**config.mk**
```make
export PLATFORM = sky130hd
export DESIGN_NAME = pad_serial_ctrl
export DESIGN_NICKNAME = d
export VERILOG_FILES = /design/src/rtl/pad_serial_ctrl.sv
export SDC_FILE = /design/constraint.sdc
export NUM_CORES = 1
export LEC_CHECK = 0
export ABC_AREA = 1
export CAP_MARGIN = 20
export CORE_ASPECT_RATIO = 1.2
export CORE_MARGIN = 8
export CORE_UTILIZATION = 60
export CTS_CLUSTER_DIAMETER = 30
export DETAILED_ROUTE_END_ITERATION = 8
export MAX_ROUTING_LAYER = met4
export PLACE_DENSITY = 0.87
export REMOVE_ABC_BUFFERS = 1
export SKIP_LAST_GASP = 1
export SYNTH_ARGS = -nofsm -noshare
export SYNTH_HDL_FRONTEND = slang
export SYNTH_SLANG_ARGS = --single-unit
```
**constraint.sdc**
```tcl
create_clock -name CLK -period 2.85 [get_ports CLK]
set_input_delay 0.57 -clock CLK [delete_from_list [all_inputs] [get_ports CLK]]
set_output_delay 0.57 -clock CLK [all_outputs]
set_load 0.005 [all_outputs]
```
**src/rtl/pad_serial_ctrl.sv**
```systemverilog
// pad_serial_ctrl: half-duplex single-wire serial controller driving the
// DIN/OEN/PULL inputs of a bidirectional pad and reading its DOUT.
// Frame: start 0, 8 data bits LSB first, optional even parity, stop 1.
// Optional feature macro: PAD_SERIAL_PARITY_EN (adds parity bit on TX/RX).
module pad_serial_ctrl #(
  parameter int CLKS_PER_BIT = 16
) (
  input  logic       CLK,
  input  logic       RST,
  input  logic [7:0] TX_DATA,
  input  logic       TX_VALID,
  output logic       TX_READY,
  output logic [7:0] RX_DATA,
  output logic       RX_VALID,
  output logic       RX_ERR,
  output logic       PAD_DIN,
  output logic       PAD_OEN,
  output logic [1:0] PAD_PULL,
  input  logic       PAD_DOUT
);

  localparam int CW = $clog2(CLKS_PER_BIT);
  localparam logic [CW-1:0] CNT_LAST = CW'(CLKS_PER_BIT - 1);
  localparam logic [CW-1:0] CNT_HALF = CW'(CLKS_PER_BIT / 2 - 1);

  typedef enum logic [3:0] {
    S_IDLE, S_TX_START, S_TX_DATA, S_TX_PAR, S_TX_STOP, S_TX_GUARD,
    S_RX_START, S_RX_DATA, S_RX_PAR, S_RX_STOP
  } state_t;

  state_t        state;
  logic [CW-1:0] cnt;
  logic [3:0]    bit_cnt;
  logic [7:0]    tx_shift;
  logic [7:0]    rx_shift;
  logic          sync1;
  logic          sync2;
  logic          line;
  logic          rx_par_err;

`ifdef PAD_SERIAL_PARITY_EN
  logic tx_par;
  logic rx_par_bit;
  assign rx_par_err = rx_par_bit ^ (^rx_shift);
`else
  assign rx_par_err = 1'b0;
`endif

  // Pull-up is always on so a released, undriven line idles high.
  assign PAD_PULL = 2'b11;
  assign line     = sync2;

  // Two-flop synchronizer for the asynchronous pad level.
  // NOTE: both flops reset to 1 (idle line level) so leaving reset never
  // looks like a start bit.
  always_ff @(posedge CLK or posedge RST) begin
    if (RST) begin
      sync1 <= 1'b1;
      sync2 <= 1'b1;
    end else begin
      sync1 <= PAD_DOUT;
      sync2 <= sync1;
    end
  end

  // Controller FSM with registered pad and handshake outputs.
  // NOTE: all state here uses non-blocking assignments so every register
  // sees the values from before the edge, independent of statement order.
  always_ff @(posedge CLK or posedge RST) begin
    if (RST) begin
      state    <= S_IDLE;
      cnt      <= '0;
      bit_cnt  <= '0;
      tx_shift <= '0;
      rx_shift <= '0;
      TX_READY <= 1'b0;
      RX_DATA  <= 8'h00;
      RX_VALID <= 1'b0;
      RX_ERR   <= 1'b0;
      PAD_DIN  <= 1'b1;
      PAD_OEN  <= 1'b1;
`ifdef PAD_SERIAL_PARITY_EN
      tx_par     <= 1'b0;
      rx_par_bit <= 1'b0;
`endif
    end else begin
      RX_VALID <= 1'b0;
      RX_ERR   <= 1'b0;
      case (state)
        S_IDLE: begin
          cnt     <= '0;
          bit_cnt <= '0;
          PAD_OEN <= 1'b1;
          PAD_DIN <= 1'b1;
          if (!line) begin
            // An incoming start bit wins over a pending send request.
            state    <= S_RX_START;
            TX_READY <= 1'b0;
          end else if (TX_VALID && TX_READY) begin
            tx_shift <= TX_DATA;
`ifdef PAD_SERIAL_PARITY_EN
            tx_par   <= ^TX_DATA;
`endif
            state    <= S_TX_START;
            TX_READY <= 1'b0;
            PAD_OEN  <= 1'b0;
            PAD_DIN  <= 1'b0;
          end else begin
            TX_READY <= 1'b1;
          end
        end
        S_TX_START: begin
          if (cnt == CNT_LAST) begin
            cnt      <= '0;
            state    <= S_TX_DATA;
            PAD_DIN  <= tx_shift[0];
            tx_shift <= tx_shift >> 1;
          end else begin
            cnt <= cnt + CW'(1);
          end
        end
        S_TX_DATA: begin
          if (cnt == CNT_LAST) begin
            cnt <= '0;
            if (bit_cnt == 4'd7) begin
`ifdef PAD_SERIAL_PARITY_EN
              state   <= S_TX_PAR;
              PAD_DIN <= tx_par;
`else
              state   <= S_TX_STOP;
              PAD_DIN <= 1'b1;
`endif
            end else begin
              bit_cnt  <= bit_cnt + 4'd1;
              PAD_DIN  <= tx_shift[0];
              tx_shift <= tx_shift >> 1;
            end
          end else begin
            cnt <= cnt + CW'(1);
          end
        end
`ifdef PAD_SERIAL_PARITY_EN
        S_TX_PAR: begin
          if (cnt == CNT_LAST) begin
            cnt     <= '0;
            state   <= S_TX_STOP;
            PAD_DIN <= 1'b1;
          end else begin
            cnt <= cnt + CW'(1);
          end
        end
`endif
        S_TX_STOP: begin
          if (cnt == CNT_LAST) begin
            cnt     <= '0;
            state   <= S_TX_GUARD;
            PAD_OEN <= 1'b1;
            PAD_DIN <= 1'b1;
          end else begin
            cnt <= cnt + CW'(1);
          end
        end
        S_TX_GUARD: begin
          // Line released but ignored so our own stop bit is not received.
          if (cnt == CNT_LAST) begin
            cnt      <= '0;
            state    <= S_IDLE;
            TX_READY <= 1'b1;
          end else begin
            cnt <= cnt + CW'(1);
          end
        end
        S_RX_START: begin
          if (cnt == CNT_HALF) begin
            cnt <= '0;
            if (line) begin
              state    <= S_IDLE;
              TX_READY <= 1'b1;
            end else begin
              state   <= S_RX_DATA;
              bit_cnt <= '0;
            end
          end else begin
            cnt <= cnt + CW'(1);
          end
        end
        S_RX_DATA: begin
          if (cnt == CNT_LAST) begin
            cnt      <= '0;
            rx_shift <= {line, rx_shift[7:1]};
            if (bit_cnt == 4'd7) begin
`ifdef PAD_SERIAL_PARITY_EN
              state <= S_RX_PAR;
`else
              state <= S_RX_STOP;
`endif
            end else begin
              bit_cnt <= bit_cnt + 4'd1;
            end
          end else begin
            cnt <= cnt + CW'(1);
          end
        end
`ifdef PAD_SERIAL_PARITY_EN
        S_RX_PAR: begin
          if (cnt == CNT_LAST) begin
            cnt        <= '0;
            rx_par_bit <= line;
            state      <= S_RX_STOP;
          end else begin
            cnt <= cnt + CW'(1);
          end
        end
`endif
        S_RX_STOP: begin
          // The byte is delivered even when the frame is flagged as bad.
          if (cnt == CNT_LAST) begin
            cnt      <= '0;
            RX_DATA  <= rx_shift;
            RX_VALID <= 1'b1;
            RX_ERR   <= ~line | rx_par_err;
            state    <= S_IDLE;
            TX_READY <= 1'b1;
          end else begin
            cnt <= cnt + CW'(1);
          end
        end
        default: state <= S_IDLE;
      endcase
    end
  end

endmodule

```
; ---- Word-level counts from Yosys, hierarchy flattened
; Index checks and enable logic that the tools add are counted.
[op_classes]
add_sub_neg = 2
mul = 0
div = 0
n_lt_le_gt_ge = 0
eq_ne = 26
shifts = 0
n_mux = 42
bitwise = 1
n_reduce_logical = 19
[ops]
columns = operator, count
row1 = two-way mux 4 bit, 16
row2 = two-way mux 8 bit, 5
row3 = case mux 4 bit (7 select lines), 1
row4 = != test 2 bit (second input constant), 13
row5 = equality test 4 x 3 -> 1 bit (second input constant), 6
row6 = case mux 4 bit (3 select lines), 2
row7 = case mux 8 bit (3 select lines), 1
row8 = two-way mux 1 bit, 13
row9 = nonzero test 3 bit, 4
row10 = AND reduction 9 bit, 1
row11 = adder 4 x 1 -> 4 bit (second input constant), 2
row12 = equality test 4 bit (second input constant), 2
row13 = AND reduction 4 bit, 2
row14 = AND reduction 2 bit, 3
row15 = AND reduction 6 bit, 1
row16 = OR reduction 6 bit, 1
row17 = AND reduction 5 bit, 1
row18 = equality test 4 x 1 -> 1 bit (second input constant), 1
row19 = equality test 4 x 2 -> 1 bit (second input constant), 1
row20 = logical NOT 4 bit, 1
row21 = != test 2 x 1 -> 1 bit (second input constant), 2
row22 = case mux 1 bit (4 select lines), 1
row23 = nonzero test 4 bit, 1
row24 = OR reduction 2 bit, 2
row25 = other kinds (7), 7
[word_totals]
reg_bits = 43
latchBits = 0
mem_bits_rw = 0
rom_bits = 0
input_bits = 12
out_inout_bits = 15
n_memories = 0

; ---- Logic depth before layout (Yosys ltp)
; Gate-level depths: netlist of the first run.
[depth]
depth_word = 4
depth_mapped = 10
ltp_nobuf = 10

; ---- Least setup slack after synthesis of the first run
; No wires, ideal clock.
[synth_timing]
path_type = reg2reg
startpoint = reg cnt[0]
endpoint = reg bit_cnt[3]
setup_time_ps = 118
t_arrival_ps = 1328
required_ps = 2732
path_slack_ps = 1404
path_stages_with_launch = 7
period_less_slack_ps = 1446
cell_sequence = dfrtp_1 -> ha_1 -> nand3_4 -> o22ai_2 -> nand3_1 -> nand2_1 -> nand2_1
[synth_between]
elab_chain_len = 3
word_cells_on_any_way = 5
[synth_lines]
columns = element, line_no
row1 = "start, declared", 32  ; logic [CW-1:0] cnt;
row2 = "start signal, assigned", 119  ; cnt <= cnt + CW'(1);
row3 = "start signal, assigned", 139  ; cnt <= cnt + CW'(1);
row4 = "start signal, assigned", 160  ; cnt <= cnt + CW'(1);
row5 = equality test 4 bit / equality test 4 x 3 -> 1 bit (equally long branches), "123, 188, 174"
row6 = != test 2 x 1 -> 1 bit (no source line) / != test 2 bit (equally long branches), --
row7 = AND reduction 5 bit (no source line) (*), --
row8 = "end signal, assigned", 134  ; bit_cnt <= bit_cnt + 4'd1;
row9 = "end signal, assigned", 198  ; bit_cnt <= bit_cnt + 4'd1;
row10 = "end, declared", 33  ; logic [3:0] bit_cnt;
; Mark *: on every way between the ends. The rest lies on a longest branch, timed or not.
; A chain may end at the register's enable or synchronous reset.

; ---- Worst setup path in the final report of the first run
[layout_timing]
startpoint = reg PAD_OEN
endpoint = out PAD_OEN
[layout_rtl]
columns = element, line_no
row1 = "start, declared", 17  ; output logic PAD_OEN,
row2 = "start signal, assigned", 81  ; PAD_OEN <= 1'b1;
row3 = "start signal, assigned", 93  ; PAD_OEN <= 1'b1;
row4 = "start signal, assigned", 106  ; PAD_OEN <= 1'b0;
; No word-level cell between the ends.

==> metrics, run 1 <==
worst endpoint required time about 2.3 ns; TritonCTS clock tree yes; crit end category primary output; initial antenna violation count 0; mux share of post-synthesis cell area 0%; final critical-path required period 1.92 ns; Post-Syn Area 2340 um^2; Post-Route Utilization 70.8%; Compound-Gate Fraction of Synth Area 7.07%; Slowest cell on crit path dfstp_2; htree depth 2; CTS Root Cell clkbuf_8; Clock Skew ~0.0056 ns; Num CTS Buffers 5; total negative setup slack 0 ns; height of the die 84.4 um; Post-Syn Area per Cell 7.87 um^2; peak supply drop 0.000681 V; CP Buf/Inv Count 1; adder-cell share of the synthesized area 1.07%; Lkg Pwr ~1.4 nW; Setup Fix Bufs, Post-CTS 0; crit path DAT 1.35 ns; count of cell types in the netlist 30; critical-path cell list clkdlybuf4s50_1; Startpoint Class flip-flop; Hold WC Path Type reg -> reg; crit-path leading delay family flip-flops; Worst-path clk slew 0.08 ns; Post-DP Area between 2000 and 3000 um^2; Buffers on Ports 24; vias in the first global route 1993; Nets 339; Final ANT Viol Nets 0; CP max FO 2; #FFs+latches synth 43; DR vias 1995; hold buffer count at CTS 0; final hold vios 0; Overflow after GRT 0; fmax about 0.52 GHz; DR vias/cell roughly 5.3; RSZ-0062 raised after global routing false; post-placement cell count ~370; worst-case clock buffer depth 2; largest net degree at the start of global routing 44; status finished, final reports clean; Worst path max stage delay 0.54 ns; final setup vio count 0; max-cap violation count 0; Finished Layout Cells 380; Slew Limit Headroom 63.7%; # IOs 27; Post-Syn Instances 297; largest family of logic cells by synthesized area simple AND/OR/NAND/NOR gates; sequential area share after synthesis 46.3%; n_diodes 0; die area 6150 um^2; area delta synth->final 16.6%; Worst-Skew Late Latency roughly 0.3 ns; Final Instance Area roughly 2700 um^2; WHS 0.368 ns; Starting Density between 60 and 70%; first-pass GRT wire length 8510 um; Yosys warning count 0; Slew Viols, Final 0; Final Routed Wirelength 4920 um; GPL Wtd Cong 0.948; CP Class reg -> out; DRC errors left 0; core footprint 3850 um^2; share of cells above drive strength 1 12.9%; Tot GR Track Use 17.7%; Worst Tran Pin Value between 0.5 and 0.6 ns; WL per Instance 12.9 um; Resized cells post-CTS 0; Initial DRC Count 127; P per Cell Area 988 nW/um^2; Initial DRT Pass Iterations 6; row cnt 25; post-synthesis simple-gate area fraction 39.2%; Synth Area in XOR/XNOR 1.12%; fin crit share 67.3%; detailed placement HPWL 3480 um; Die Wd 73.0 um; clock sinks 43
## cell type report
class	count	area, um^2
Clock buffer	6	82.6
Tap cell	54	67.6
Fill cell	313	1120
Multi-Input combinational cell	226	1140
Clock inverter	2	16.3
Timing Repair Buffer	25	248
Inverter	24	90.1
Sequential cell	43	1080
## cells in the final DEF, fill, tap and decap left out, types with 3 or more instances in the layout
cell,instances
nand2_1,111
dfrtp_1,39
nand3_1,33
clkdlybuf4s50_1,24
nor2_1,23
inv_1,21
o21ai_0,14
o21ai_1,9
clkbuf_8,6
nor2_4,5
nand2_2,5
dfstp_2,4
nor2_2,4
nand2_4,4
inv_2,3
## cells by family after synthesis
family | after synthesis
simple gates | 191
other cells | 1
xor+xnor | 3
fa+ha+maj | 2
buf+inv | 29
compound gates | 28
flops | 43
## stage by stage
step	power (mW)	worst slack, ns
after floorplan	1.96	1.28
after global placement	2.22	0.944
after detailed placement	2.26	0.925
after CTS	2.68	0.917
after global routing	2.92	0.882
final	2.69	0.932
## flip-flops by register name (all words and copies together) (netlist names)
signal,count
RX_ERR,1
sync1,1
state,4
TX_READY,1
RX_VALID,1
RX_DATA,8
rx_shift,8
line,1
PAD_DIN,1
cnt,4
tx_shift,8
PAD_OEN,1
bit_cnt,4
## cell usage after synthesis
cell | count | area share, %
a21oi_1 | 1 | 0.21
nor3b_2 | 1 | 0.54
nor3_1 | 1 | 0.21
o21ai_0 | 14 | 3.0
dfstp_2 | 4 | 4.5
inv_1 | 21 | 3.4
inv_2 | 3 | 0.48
a21boi_0 | 1 | 0.32
clkbuf_2 | 1 | 0.21
buf_2 | 2 | 0.43
o21ai_2 | 1 | 0.38
ha_1 | 2 | 1.1
dfrtp_1 | 39 | 42
nor2_2 | 4 | 1.1
xnor2_1 | 1 | 0.38
buf_4 | 2 | 0.64
o22ai_2 | 1 | 0.54
xor2_1 | 2 | 0.75
nor3_4 | 1 | 0.70
conb_1 | 1 | 0.16
o21ai_1 | 9 | 1.9
nand3_1 | 33 | 7.1
nand3_4 | 2 | 1.5
nor2_1 | 23 | 3.7
a21oi_4 | 1 | 0.70
nand2_2 | 5 | 1.3
nor2_4 | 5 | 2.4
nor2_8 | 1 | 0.86
nand2_4 | 4 | 1.9
nand2_1 | 111 | 18
## where the power goes
group          total (mW)  switching [mW]  internal, mW  leakage [nW]
Sequential          0.875           0.114         0.761         0.566
Combinational        1.40           0.924         0.478         0.741
Clock               0.414           0.216         0.198        0.0474
Total                2.69            1.25          1.44          1.35
## per-layer routing
metal	GRT usage, %	share of wire, %
met1	19.5	42
met2	29.4	51
met3	4.05	4.6
met4	8.03	2.3
met5	-	0
## path summary, 6_finish.rpt
path / cells after the start / slack [ns] / endpoint / start
max: 1 / 0.93 / PAD_OEN / PAD_OEN$_DFFE_PP1P_
min: 0 / 0.37 / line$_DFF_PP1_ / sync1$_DFF_PP1_
max reg2reg: 6 / 1.18 / bit_cnt[2]$_DFFE_PP0P_ / cnt[0]$_DFFE_PP0P_
min reg2reg: 0 / 0.37 / line$_DFF_PP1_ / sync1$_DFF_PP1_
max in group asynchronous: 3 / 1.73 / line$_DFF_PP1_ / RST
min in group asynchronous: 3 / 0.73 / RX_DATA[1]$_DFFE_PP0P_ / RST
Note: power is estimated with default switching activity, not from simulation.
==> run 2, diff against run 1 <==
--- a/config.mk
+++ b/config.mk
@@ -9,11 +9,11 @@
 export CAP_MARGIN = 20
 export CORE_ASPECT_RATIO = 1.2
 export CORE_MARGIN = 8
-export CORE_UTILIZATION = 60
+export CORE_UTILIZATION = 50
 export CTS_CLUSTER_DIAMETER = 30
 export DETAILED_ROUTE_END_ITERATION = 8
 export MAX_ROUTING_LAYER = met4
-export PLACE_DENSITY = 0.87
+export PLACE_DENSITY = 0.77
 export REMOVE_ABC_BUFFERS = 1
 export SKIP_LAST_GASP = 1
 export SYNTH_ARGS = -nofsm -noshare
==> constraint.sdc (replaced) <==
create_clock -name CLK -period 1.7 [get_ports CLK]
set_input_delay 0.34 -clock CLK [delete_from_list [all_inputs] [get_ports CLK]]
set_output_delay 0.34 -clock CLK [all_outputs]
set_load 0.005 [all_outputs]
==> run 2 against run 1 <==
  * Combinational power grew 69%
  * Wire length is 6.0% lower
  * Largest cell class unchanged
  * Sequential share of layout area decreased by 0.89 points
  * Clock skew fell by 0.00095 ns
  * Highest routed layer unchanged
  * Critical endpoint unchanged
  * Final cell count increased by 1.6%
  * Worst hold slack worse by 0.0081 ns
  * First-iteration DRC count fell by 12%
  * Clock power grew 100%
  * Global-route usage shrank 3.8 points
  * Sequential power rose by 68%
  * Via count shrank 1.5%
  * Total power rose by 74%
==> metrics, run 2 (synthesized netlist as in run 1, its figures left out) <==
Final ANT Viol Nets 0 (unchanged); WL per Instance 12.0 um (was 12.9 um); worst-case clock buffer depth 2 (unchanged); crit path DAT 1.34 ns (was 1.35 ns); fin crit share 98.7%; detailed placement HPWL 3460 um (was 3480 um); largest net degree at the start of global routing 44 (unchanged); total negative setup slack 0 ns (unchanged); DRC errors left 0 (unchanged); clock sinks 43 (unchanged); Slew Viols, Final 0 (unchanged); reg2reg path depth 8 (was 6); crit-path leading delay family flip-flops (unchanged); fmax 0.596 GHz; height of the die 90.9 um (was 84.4 um); die area 7120 um^2 (was 6150 um^2); Nets 341 (was 339); Slowest cell on crit path dfstp_2 (unchanged); final hold vios 0 (unchanged); TritonCTS clock tree yes (unchanged); CP Buf/Inv Count 1 (unchanged); worst endpoint required time 1.36 ns (was 2.28 ns); row cnt 27 (was 25); CP Class reg -> out (unchanged); # IOs 27 (unchanged); Tot GR Track Use 13.9% (was 17.7%); critical-path cell list clkdlybuf4s50_1 (unchanged); Setup Fix Bufs, Post-CTS 0 (unchanged); initial antenna violation count 0 (unchanged); total power 4.67 mW (was 2.69 mW); area delta synth->final 19.3% (was 16.6%); GPL Wtd Cong 0.958 (was 0.948); Hold WC Path Type reg -> reg (unchanged); Initial DRC Count 112 (was 127); Final Routed Wirelength 4620 um (was 4920 um); Initial DRT Pass Iterations 4 (was 6); Die Wd 78.4 um (was 73.0 um); Num CTS Buffers 5 (unchanged); n_diodes 0 (unchanged); first-pass GRT wire length 8000 um (was 8510 um); Worst path max stage delay 0.54 ns (about the same); DR vias 1966 (was 1995); final critical-path required period 1.68 ns; Clock Skew 0.00461 ns (was 0.00555 ns); P per Cell Area 1680 nW/um^2 (was 988 nW/um^2); Post-Route Utilization 61.1% (was 70.8%); share of cells above drive strength 1 14.0% (was 12.9%); vias in the first global route 1870 (was 1993); most frequent cells in the layout 111 x nand2_1, 39 x dfrtp_1, 33 x nand3_1 (unchanged); DR vias/cell 5.09 (was 5.25); core footprint 4560 um^2 (was 3850 um^2); Startpoint Class flip-flop (unchanged); Fillers 401 (was 313); Lkg Pwr 1.39 nW (was 1.35 nW); WHS 0.360 ns (was 0.368 ns); Overflow after GRT 0 (unchanged); final setup vio count 0 (unchanged); hold buffer count at CTS 0 (unchanged); status finished, final reports clean (unchanged); RSZ-0062 raised after global routing false (unchanged); peak supply drop 0.00110 V (was 0.000681 V); Worst-path clk slew 0.08 ns (about the same); CTS Root Cell clkbuf_8 (unchanged); Worst-Skew Late Latency 0.30 ns (about the same); commonest non-fill, non-tap cell in the layout nand2_1 (unchanged); crit end category primary output (unchanged); WHS Path Cells 0 (unchanged); max-cap violation count 0 (unchanged); critical path depth in cells 1 (unchanged); R2R setup slack 0.17 ns (was 1.18 ns); Starting Density 51.2% (was 60.7%); CP max FO 2 (unchanged); htree depth 2 (unchanged); Buffers on Ports 24 (unchanged); Largest regs RX_DATA (8), rx_shift (8), tx_shift (8) (unchanged)
[run 2: changes by cell type in the layout (fill, tap and decap cells not counted), sizes merged]
cell	delta
inv	+1
clkinv	-1
clkinvlp	-1
clkdlybuf4s50	-1
bufinv	+1
dlymetal6s2s	+1
buf	+2
[run 2: timing repair]
| action | 4_1_cts | 5_1_grt |
|---|---|---|
| setup endpoints to repair | 0 | 10 |
| resized for setup | 0 | 3 |
| hold endpoints to repair | 0 | 0 |
[run 2: worst paths after layout]
check,end,start
max,PAD_OEN,PAD_OEN$_DFFE_PP1P_
min,line$_DFF_PP1_,sync1$_DFF_PP1_
max reg2reg,tx_shift[7]$_DFFE_PP0P_,state[2]$_DFFE_PP0P_
min reg2reg,line$_DFF_PP1_,sync1$_DFF_PP1_
max in group asynchronous,PAD_DIN$_DFFE_PP1P_,RST
min in group asynchronous,tx_shift[7]$_DFFE_PP0P_,RST
[run 2: final cells by class]
cell class | instances | area [um^2] | area share (%)
Clock buffer | 6 | 82.6 | 2.96
Sequential cell | 43 | 1080 | 38.8
Timing Repair Buffer | 27 | 278 | 9.97
Multi-Input combinational cell | 226 | 1140 | 41.0
Clock inverter | 2 | 38.8 | 1.39
Tap cell | 58 | 72.6 | 2.60
Inverter | 24 | 90.1 | 3.23
[run 2: metrics by stage]
stage / cell area (um^2) / cells / worst slack, ns
after global routing: 2790 / 386 / 0.00395
final: 2790 / 386 / 0.0229
after global placement: 2660 / 378 / 0.110
after CTS: 2780 / 386 / 0.00913
after floorplan: 2310 / 293 / 0.250
after detailed placement: 2660 / 378 / 0.0634
[run 2: layer usage]
layer  routed length [um]  track usage [%]
met5                    0                -
met3                   97             1.49
met4                  110             7.12
met2                 2410             23.6
met1                 2000             15.6
[run 2: worst reg2reg max path, cell delays in order (launching register included)]
cell,delay [ns]
dfrtp_1,0.42
inv_1,0.15
nand2_2,0.10
nor2_4,0.20
nand2_1,0.12
nand2_2,0.19
nand2_4,0.12
nand2_1,0.09
o21ai_2,0.05
[run 2: power by group]
group	total (mW)	switching [mW]	internal, mW
Sequential	1.47	0.189	1.28
Combinational	2.36	1.52	0.845
Clock	0.845	0.361	0.483
==> run 3, diff against run 2 <==
--- a/config.mk
+++ b/config.mk
@@ -12,6 +12,7 @@
 export CORE_UTILIZATION = 50
 export CTS_CLUSTER_DIAMETER = 30
 export DETAILED_ROUTE_END_ITERATION = 8
+export HOLD_SLACK_MARGIN = 0.02
 export MAX_ROUTING_LAYER = met4
 export PLACE_DENSITY = 0.77
 export REMOVE_ABC_BUFFERS = 1
==> results of run 3 <==
Final layout, timing and power as in run 2 (identical DEF).
